<file path="src/rtl/traffic_pkg.sv">
// Shared types and default phase durations for the intersection sequencer.
package traffic_pkg;

    typedef enum logic [1:0] {
        RED    = 2'b00,
        YELLOW = 2'b01,
        GREEN  = 2'b10
    } light_t;

    typedef enum logic [2:0] {
        HG  = 3'd0,
        HY  = 3'd1,
        AR1 = 3'd2,
        FG  = 3'd3,
        FY  = 3'd4,
        AR2 = 3'd5,
        PW  = 3'd6
    } phase_t;

    // Default phase durations, in timer ticks.
    localparam logic [7:0] DEF_HG_MIN_T = 8'd20;
    localparam logic [7:0] DEF_FG_T     = 8'd10;
    localparam logic [7:0] DEF_YEL_T    = 8'd3;
    localparam logic [7:0] DEF_RED_T    = 8'd1;
    localparam logic [7:0] DEF_WALK_T   = 8'd8;
    localparam int         DEF_TICK_DIV = 1000;

endpackage

</file>
<file path="src/rtl/traffic_phase_sequencer_tick_gen.sv">
// Free-running prescaler: one-cycle tick every DIV clock cycles.
module tick_gen #(
    parameter int DIV = 1000
) (
    input  logic clk,
    input  logic reset,
    output logic tick
);

    localparam int W = (DIV > 1) ? $clog2(DIV) : 1;

    logic [W-1:0] r_cnt;
    logic         w_wrap;

    assign w_wrap = (r_cnt == W'(DIV - 1));
    assign tick   = w_wrap;

    // Modulo-DIV count; never resynchronised except by reset.
    always_ff @(posedge clk) begin
        if (reset || w_wrap) begin
            r_cnt <= '0;
        end else begin
            r_cnt <= r_cnt + W'(1);
        end
    end

endmodule

</file>
<file path="src/rtl/traffic_phase_sequencer.sv">
// Moore sequencer for a highway/farm-road intersection with a walk phase.
// Phase timing comes from an external down-counter driven via tmr_*.
module traffic_phase_sequencer
    import traffic_pkg::*;
#(
    parameter int         TICK_DIV = DEF_TICK_DIV,
    parameter logic [7:0] HG_MIN_T = DEF_HG_MIN_T,
    parameter logic [7:0] FG_T     = DEF_FG_T,
    parameter logic [7:0] YEL_T    = DEF_YEL_T,
    parameter logic [7:0] RED_T    = DEF_RED_T,
    parameter logic [7:0] WALK_T   = DEF_WALK_T
) (
    input  logic       clk,
    input  logic       reset,
    input  logic       farm_car,
    input  logic       ped_btn,
    input  logic       tmr_timeup,
    output logic       tmr_load,
    output logic [7:0] tmr_value,
    output logic       tmr_decr,
    output logic [1:0] hwy_light,
    output logic [1:0] farm_light,
    output logic       walk,
    output logic [2:0] phase
);

    phase_t     r_state;
    phase_t     w_state_nxt;
    logic       r_first;
    logic       w_first_nxt;
    logic       r_farm_req;
    logic       r_ped_pend;
    logic       w_tick;
    logic [7:0] w_dur;

    function automatic logic [7:0] phase_dur(input phase_t s);
        case (s)
            HG:       phase_dur = HG_MIN_T;
            HY, FY:   phase_dur = YEL_T;
            AR1, AR2: phase_dur = RED_T;
            FG:       phase_dur = FG_T;
            PW:       phase_dur = WALK_T;
            default:  phase_dur = RED_T;
        endcase
    endfunction

    tick_gen #(.DIV(TICK_DIV)) u_tick (
        .clk   (clk),
        .reset (reset),
        .tick  (w_tick)
    );

    // State register and entry-cycle flag.
    always_ff @(posedge clk) begin
        if (reset) begin
            r_state <= AR2;
            r_first <= 1'b1;
        end else begin
            r_state <= w_state_nxt;
            r_first <= w_first_nxt;
        end
    end

    // Request latches; the clear on the serving phase's entry cycle wins over a new set.
    always_ff @(posedge clk) begin
        if (reset) begin
            r_farm_req <= 1'b0;
            r_ped_pend <= 1'b0;
        end else begin
            if (r_state == FG && r_first) begin
                r_farm_req <= 1'b0;
            end else if (farm_car) begin
                r_farm_req <= 1'b1;
            end
            if (r_state == PW && r_first) begin
                r_ped_pend <= 1'b0;
            end else if (ped_btn && r_state != PW) begin
                r_ped_pend <= 1'b1;
            end
        end
    end

    // Next state: timeup is only trusted once the entry-cycle load has landed.
    always_comb begin
        w_state_nxt = r_state;
        w_first_nxt = 1'b0;
        if (!r_first && tmr_timeup) begin
            w_first_nxt = 1'b1;
            case (r_state)
                HG: begin
                    if (r_farm_req || r_ped_pend) begin
                        w_state_nxt = HY;
                    end else begin
                        w_first_nxt = 1'b0;
                    end
                end
                HY:      w_state_nxt = AR1;
                AR1:     w_state_nxt = r_farm_req ? FG : PW;
                FG:      w_state_nxt = FY;
                FY:      w_state_nxt = AR2;
                AR2:     w_state_nxt = r_ped_pend ? PW : HG;
                PW:      w_state_nxt = HG;
                default: w_state_nxt = AR2;
            endcase
        end
    end

    // Moore outputs; reset forces every lamp to RED and silences the timer strobes.
    always_comb begin
        w_dur      = phase_dur(r_state);
        tmr_value  = w_dur;
        tmr_load   = 1'b0;
        tmr_decr   = 1'b0;
        hwy_light  = RED;
        farm_light = RED;
        walk       = 1'b0;
        phase      = r_state;
        if (!reset) begin
            tmr_load = r_first;
            tmr_decr = !r_first && w_tick;
            case (r_state)
                HG:      hwy_light  = GREEN;
                HY:      hwy_light  = YELLOW;
                FG:      farm_light = GREEN;
                FY:      farm_light = YELLOW;
                PW:      walk       = 1'b1;
                default: ;
            endcase
        end
    end

endmodule
</file>
<file path="config.mk">
export PLATFORM = sky130hd
export DESIGN_NAME = traffic_phase_sequencer
export DESIGN_NICKNAME = d
export VERILOG_FILES = /design/src/rtl/traffic_pkg.sv /design/src/rtl/traffic_phase_sequencer_tick_gen.sv /design/src/rtl/traffic_phase_sequencer.sv
export SDC_FILE = /design/constraint.sdc
export NUM_CORES = 1
export LEC_CHECK = 0
export CORE_AREA = 2 2 57 59
export CTS_CLUSTER_SIZE = 14
export DETAILED_ROUTE_END_ITERATION = 8
export DIE_AREA = 0 0 59 61
export DONT_BUFFER_PORTS = 1
export PLACE_DENSITY_LB_ADDON = 0.25
export SYNTH_ARGS = -nofsm -noshare
export SYNTH_HDL_FRONTEND = slang
export SYNTH_SLANG_ARGS = --single-unit
export TNS_END_PERCENT = 30
</file>
<file path="constraint.sdc">
create_clock -name clk -period 1.9 [get_ports clk]
set_input_delay 0.38 -clock clk [delete_from_list [all_inputs] [get_ports clk]]
set_output_delay 0.38 -clock clk [all_outputs]
set_load 0.01 [all_outputs]
</file>
Yosys cells after proc, flatten, opt, wreduce, memory -nomap -nowiden
Index checks and enable logic that the tools add are counted.

cells by class
  add/subtract/negate cells = 1
  equality and inequality tests = 9
  muxes and demuxes = 16
  reductions and logical operators = 13

operator list
  kind                   count
  $pmux 5 s4             1
  $pmux 3 s6             1
  $add 10x1->10 const B  1
  $eq 10x10->1 const B   1
  $eq 3x3->1 const B     3
  $mux 3                 3
  $pmux 2 s2             2
  $mux 1                 7
  $eq 3x2->1 const B     2
  $reduce_or 2->1        3
  $logic_and 1x1->1      5
  $mux 2                 2
  $eq 3x1->1 const B     1
  $logic_not 3->1        1
  $ne 3x3->1 const B     1
  $logic_or 1x1->1       2
  $ne 2x2->1 const B     1
  $reduce_and 2->1       1
  $logic_not 1->1        1

word-level totals
  bits in registers = 16
  bits of input ports = 5
  output and inout port bits = 18
  word-level logic and storage cells = 44

Longest topological paths before layout
  depth in word-level cells = 4
  depth in mapped cells = 4

By module
A second synthesis with hierarchy kept.

second synthesis, totals
  cells, all modules = 117
  area, all modules = 940.9 sq um

modules (own cells, without submodules)
  module                   times used  cells an instance  area an instance (sq um)
  tick_gen                 1           56                 490.5
  traffic_phase_sequencer  1           61                 450.4

Least setup slack after synthesis
OpenSTA, ideal clock, no wires.

  path kind = register to output
  start = register r_state[2] (netlist: phase[2])
  end = output tmr_value[4]
  arrival time = 1.181 ns
  required time = 1.520 ns
  slack = 0.339 ns
  stages on the path, launching flop included = 4
  path buffers = 2
  path through = dfxtp_1 -> buf_2 -> nor3_1 -> buf_4

on the way
  longest elaborated chain between the ends = 3
  elaborated cells on any way between the ends = 7

ends and longest elaborated chain
  element                                   line                           source
  start: declaration                        traffic_phase_sequencer.sv:27  phase_t r_state;
  start signal: assignment                  traffic_phase_sequencer.sv:59  r_state <= w_state_nxt;
  $eq 3x3->1 or $eq 3x1->1 (tied branches)  traffic_phase_sequencer.sv:37  case (s)
  $reduce_or 2->1                           traffic_phase_sequencer.sv:37
  $pmux 5 s4 *                              traffic_phase_sequencer.sv:37
  end: declaration                          traffic_phase_sequencer.sv:19  output logic [7:0] tmr_value,

Every way passes the cells marked *; elsewhere a longest branch is shown, timed or not.

Worst setup path after layout
  start = register u_tick.r_cnt[1]
  end = output tmr_decr

on the way
  longest elaborated chain between the ends = 3

ends and longest elaborated chain
  element                   line                                    source
  start: declaration        traffic_phase_sequencer_tick_gen.sv:12  logic [W-1:0] r_cnt;
  start signal: assignment  traffic_phase_sequencer_tick_gen.sv:23  r_cnt <= r_cnt + W'(1);
  $eq 10x10->1              traffic_phase_sequencer_tick_gen.sv:15  assign w_wrap = (r_cnt == W'(DIV - 1));
  $logic_and 1x1->1         traffic_phase_sequencer.sv:120          tmr_decr = !r_first && w_tick;
  $mux 1                    traffic_phase_sequencer.sv:118          if (!reset) begin
  end: declaration          traffic_phase_sequencer.sv:20           output logic tmr_decr,

No other way between the ends.

==> flow_summary_export.csv <==
group,metric,value,unit
power,post-layout-total-power,0.6876,mW
yosys,synthesis.instances,108,
power,ir_drop,0.4359,mV
placement,hpwlAfterDp,1.381,mm
critical_path,reg2reg_setup_slack,450,ps
global_route,grt-ovfl-total,0,
floorplanning,die_h,61,um
placement,port_buffers,0,
yosys,synth_cell_types,38,
placement,post-place-ws,340.9,ps
cells_and_area,design.final.nets,118,
detailed_routing,drtIter0Drc,30,
timing,final_min_period_over_clock_period,0.9389,
detailed_routing,drt-pass1-iter-count,4,
cells_and_area,multi_input_area,493.0,um^2
critical_path,largest_stage_delay_on_the_critical_path,360,ps
yosys,synth_edf_count,0,
detailed_routing,wire_per_inst,12.84,um
cts,cts_tree,"yes",
cells_and_area,most_frequent_standard_cell_in_the_layout_excluding_fill_and_tap_cells,"sky130_fd_sc_hd__dfxtp_1",
placement,gp_congestion,0.7482,
timing,slew_viol_final,0,
worst_hold_path,holdCritPathClass,"in -> reg",
cells_and_area,syn2layout_area_growth,9.784,%
timing,hold_viol,0,
cts,cts-buffers-inserted,3,
critical_path,worst_setup_path_end_kind,"output port",
floorplanning,dieArea,3599,um^2
floorplanning,rows,20,
critical_path,worst-r2r-cell-count,6,
placement,cell_area_placed,899.6,um^2
power,cellLeakagePower,0.3431,nW
yosys,flip_flop_and_latch_count_after_synthesis,16,
worst_hold_path,min_path_cells,1,
yosys,synth_top_area_frac,0.3683,
yosys,synth_sequential_area_ratio,0.3683,
floorplanning,floorplan.initialDensity,0.2945,
cts,h-tree-depth,1,
detailed_routing,drc,0,
critical_path,critical_path.startpoint_type,"register",
floorplanning,core_area,2953,um^2
global_route,antenna_found_initial,0,
critical_path,rr_endpoint,"u_tick.r_cnt[6]",
critical_path,startpoint_of_the_worst_register_to_register_path,"u_tick.r_cnt[1]",
cells_and_area,seq_area,324.1,um^2
yosys,netlist.top_cell.by_area,"sky130_fd_sc_hd__dfxtp_1",
timing,clock.fmax,560.6,MHz
timing,tightestPinTransition,504.1,ps
yosys,netlist_area,869.6,um^2
critical_path,worstPathArrival,1400,ps
yosys,postSynth.topFlopCell,"sky130_fd_sc_hd__dfxtp_1",
timing,finalWorstPathRequiredPeriod,1784,ps
yosys,postSynth.asyncResetShare,0,
cells_and_area,finish.cell_count_without_fillers,144,
critical_path,crit_path_top_delay_cell,"sky130_fd_sc_hd__dfxtp_1",
cts,cts.reportedPaths.clkPinSlew,90,ps
status,run_status,"finished clean",
cells_and_area,finish.utilization,0.3233,
timing,slew_headroom,0.6608,
critical_path,crit_path_max_fanout,4,
global_route,grt_start_max_net_pins,16,
cts,clock_path_buffers,2,
power,power.density,720.2,nW/um^2
cts,cts_hold_buffers,0,
worst_hold_path,hold_path.startpoint,"reset",
global_route,grtUsageTotal,0.1078,
yosys,yosys-top-cells-area,"sky130_fd_sc_hd__dfxtp_1, sky130_fd_sc_hd__nor2_1, sky130_fd_sc_hd__nand2_1",
global_route,grt_first_pass_wirelength,2.939,mm
cells_and_area,num-fill-cells,312,
placement,place.detailed.instances,139,
critical_path,timing.critical_path.cells,"ha_2, nand4bb_1, nor3_2, and3_1",
cells_and_area,mostFrequentLayoutCells,"sky130_fd_sc_hd__dfxtp_1, sky130_fd_sc_hd__nor2_1, sky130_fd_sc_hd__nand2_1, sky130_fd_sc_hd__inv_1, sky130_fd_sc_hd__a21oi_1",
yosys,synthesis.yosys.warnings,0,
cells_and_area,layout-drive-gt1-share,0.1802,
cts,cts_sinks,16,
detailed_routing,vias,762,
yosys,syn-mean-instance-area,8.052,um^2
critical_path,crit_path_start,"u_tick.r_cnt[1]",
cts,clock_latency,280,ps
cts,clock-root-buffer,"sky130_fd_sc_hd__clkbuf_4",
cells_and_area,finish.instance_area,954.7,um^2
timing,setup_viol,0,
cells_and_area,antenna-diode-count,0,
critical_path,crit_type,"reg -> out",
worst_hold_path,timing.hold.worst_endpoint,"u_tick.r_cnt[8]",
flow_run,drv.max_cap_violation_count,0,
floorplanning,fp.dieW,59,um
global_route,first_global_vias,664,
detailed_routing,antenna_violating_nets_post_route,0,
timing,fin_ws,116.2,ps
detailed_routing,via_per_inst,5.292,
floorplanning,ioPinCount,23,
timing,clock-skew-final,4.081,ps
critical_path,critical_path_required,1520,ps
detailed_routing,detail_route.wirelength,1.849,mm
[worst max-delay path by stage]
stage,to,cells past startpoint
global route,tmr_decr,4
global placement,farm_light[1],3
finish,tmr_decr,4
CTS,tmr_decr,4
detailed placement,farm_light[1],3
floorplan,tmr_value[4],3
[cell usage after synthesis, types with 2 or more instances]
| library cell | instances |
|---|---|
| sky130_fd_sc_hd__o31ai_1 | 3 |
| sky130_fd_sc_hd__dfxtp_1 | 16 |
| sky130_fd_sc_hd__or2_2 | 2 |
| sky130_fd_sc_hd__nand2_1 | 9 |
| sky130_fd_sc_hd__nor2b_1 | 2 |
| sky130_fd_sc_hd__nand3_1 | 2 |
| sky130_fd_sc_hd__a21oi_1 | 6 |
| sky130_fd_sc_hd__nor3_1 | 4 |
| sky130_fd_sc_hd__buf_2 | 3 |
| sky130_fd_sc_hd__o211ai_1 | 2 |
| sky130_fd_sc_hd__or3_1 | 2 |
| sky130_fd_sc_hd__inv_1 | 6 |
| sky130_fd_sc_hd__o21ai_0 | 4 |
| sky130_fd_sc_hd__nor2_1 | 10 |
| sky130_fd_sc_hd__nand2b_1 | 5 |
| sky130_fd_sc_hd__xor2_1 | 3 |
| sky130_fd_sc_hd__a31oi_1 | 3 |
| sky130_fd_sc_hd__buf_4 | 4 |
| sky130_fd_sc_hd__nor4_1 | 2 |
| sky130_fd_sc_hd__or4_1 | 2 |
[report_power, final]
part / internal [mW] / total [mW] / switching, mW
Sequential: 0.355 / 0.379 / 0.0239
Combinational: 0.0376 / 0.0874 / 0.0498
Clock: 0.117 / 0.221 / 0.104
Total: 0.509 / 0.688 / 0.178
[flip-flops by register name, summed over array words and instances, names as in the netlist]
| name | count |
|---|---|
| u_tick.r_cnt | 10 |
| phase | 3 |
| r_farm_req | 1 |
| r_first | 1 |
| r_ped_pend | 1 |
[per-layer routing]
| layer | global-route usage | share of wire | up-vias |
|---|---|---|---|
| met2 | 0.2016 | 0.52 | 21 |
| met5 | 0 | 0 | - |
| li1 | - | - | 383 |
| met3 | 0.04051 | 0.043 | 0 |
| met1 | 0.1248 | 0.43 | 358 |
| met4 | 0 | 0 | 0 |
[what timing repair did]
item / 4_1_cts / 5_1_grt
resized for setup: 1 / 4
buffers inserted: 0 / 1
endpoints found under the hold margin: 0 / 0
pin swaps: 0 / 1
endpoints found under the setup margin: 1 / 2
[cells by family (layout without fill, tap and decap cells)]
group / count (synthesis) / count (layout) / synth area share
XOR/XNOR: 4 / 4 / 0.04030
AND/OR/NAND/NOR: 48 / 48 / 0.3065
flip-flops: 16 / 16 / 0.3683
AO/OA/AOI/OAI: 24 / 24 / 0.1842
other: 1 / 3 / 0.004312
buffers and inverters: 14 / 15 / 0.08200
adder cells (fa/ha/maj): 1 / 1 / 0.01439
[worst max-delay path, delay by kind of cell (launching register included)]
| kind | cells | cell delay, ps |
|---|---|---|
| simple gates | 3 | 550 |
| flops | 1 | 360 |
| fa+ha+maj | 1 | 210 |
[layout make-up]
cell class / count / share of cell area
multi-input combinational: 80 / 0.5164
tap: 33 / 0.04325
inverter: 6 / 0.02359
clock buffer: 4 / 0.03801
sequential: 16 / 0.3394
timing repair buffer: 5 / 0.03932
[metrics by stage]
step / hold WS, ps / TNS, ps
after floorplan: 428.8 / 0
after global placement: 441.3 / 0
after detailed placement: 445.7 / 0
after CTS: 136.8 / 0
after global routing: 129.1 / -31.65
final: 153.8 / 0
Note: power is estimated with default switching activity, not from simulation.
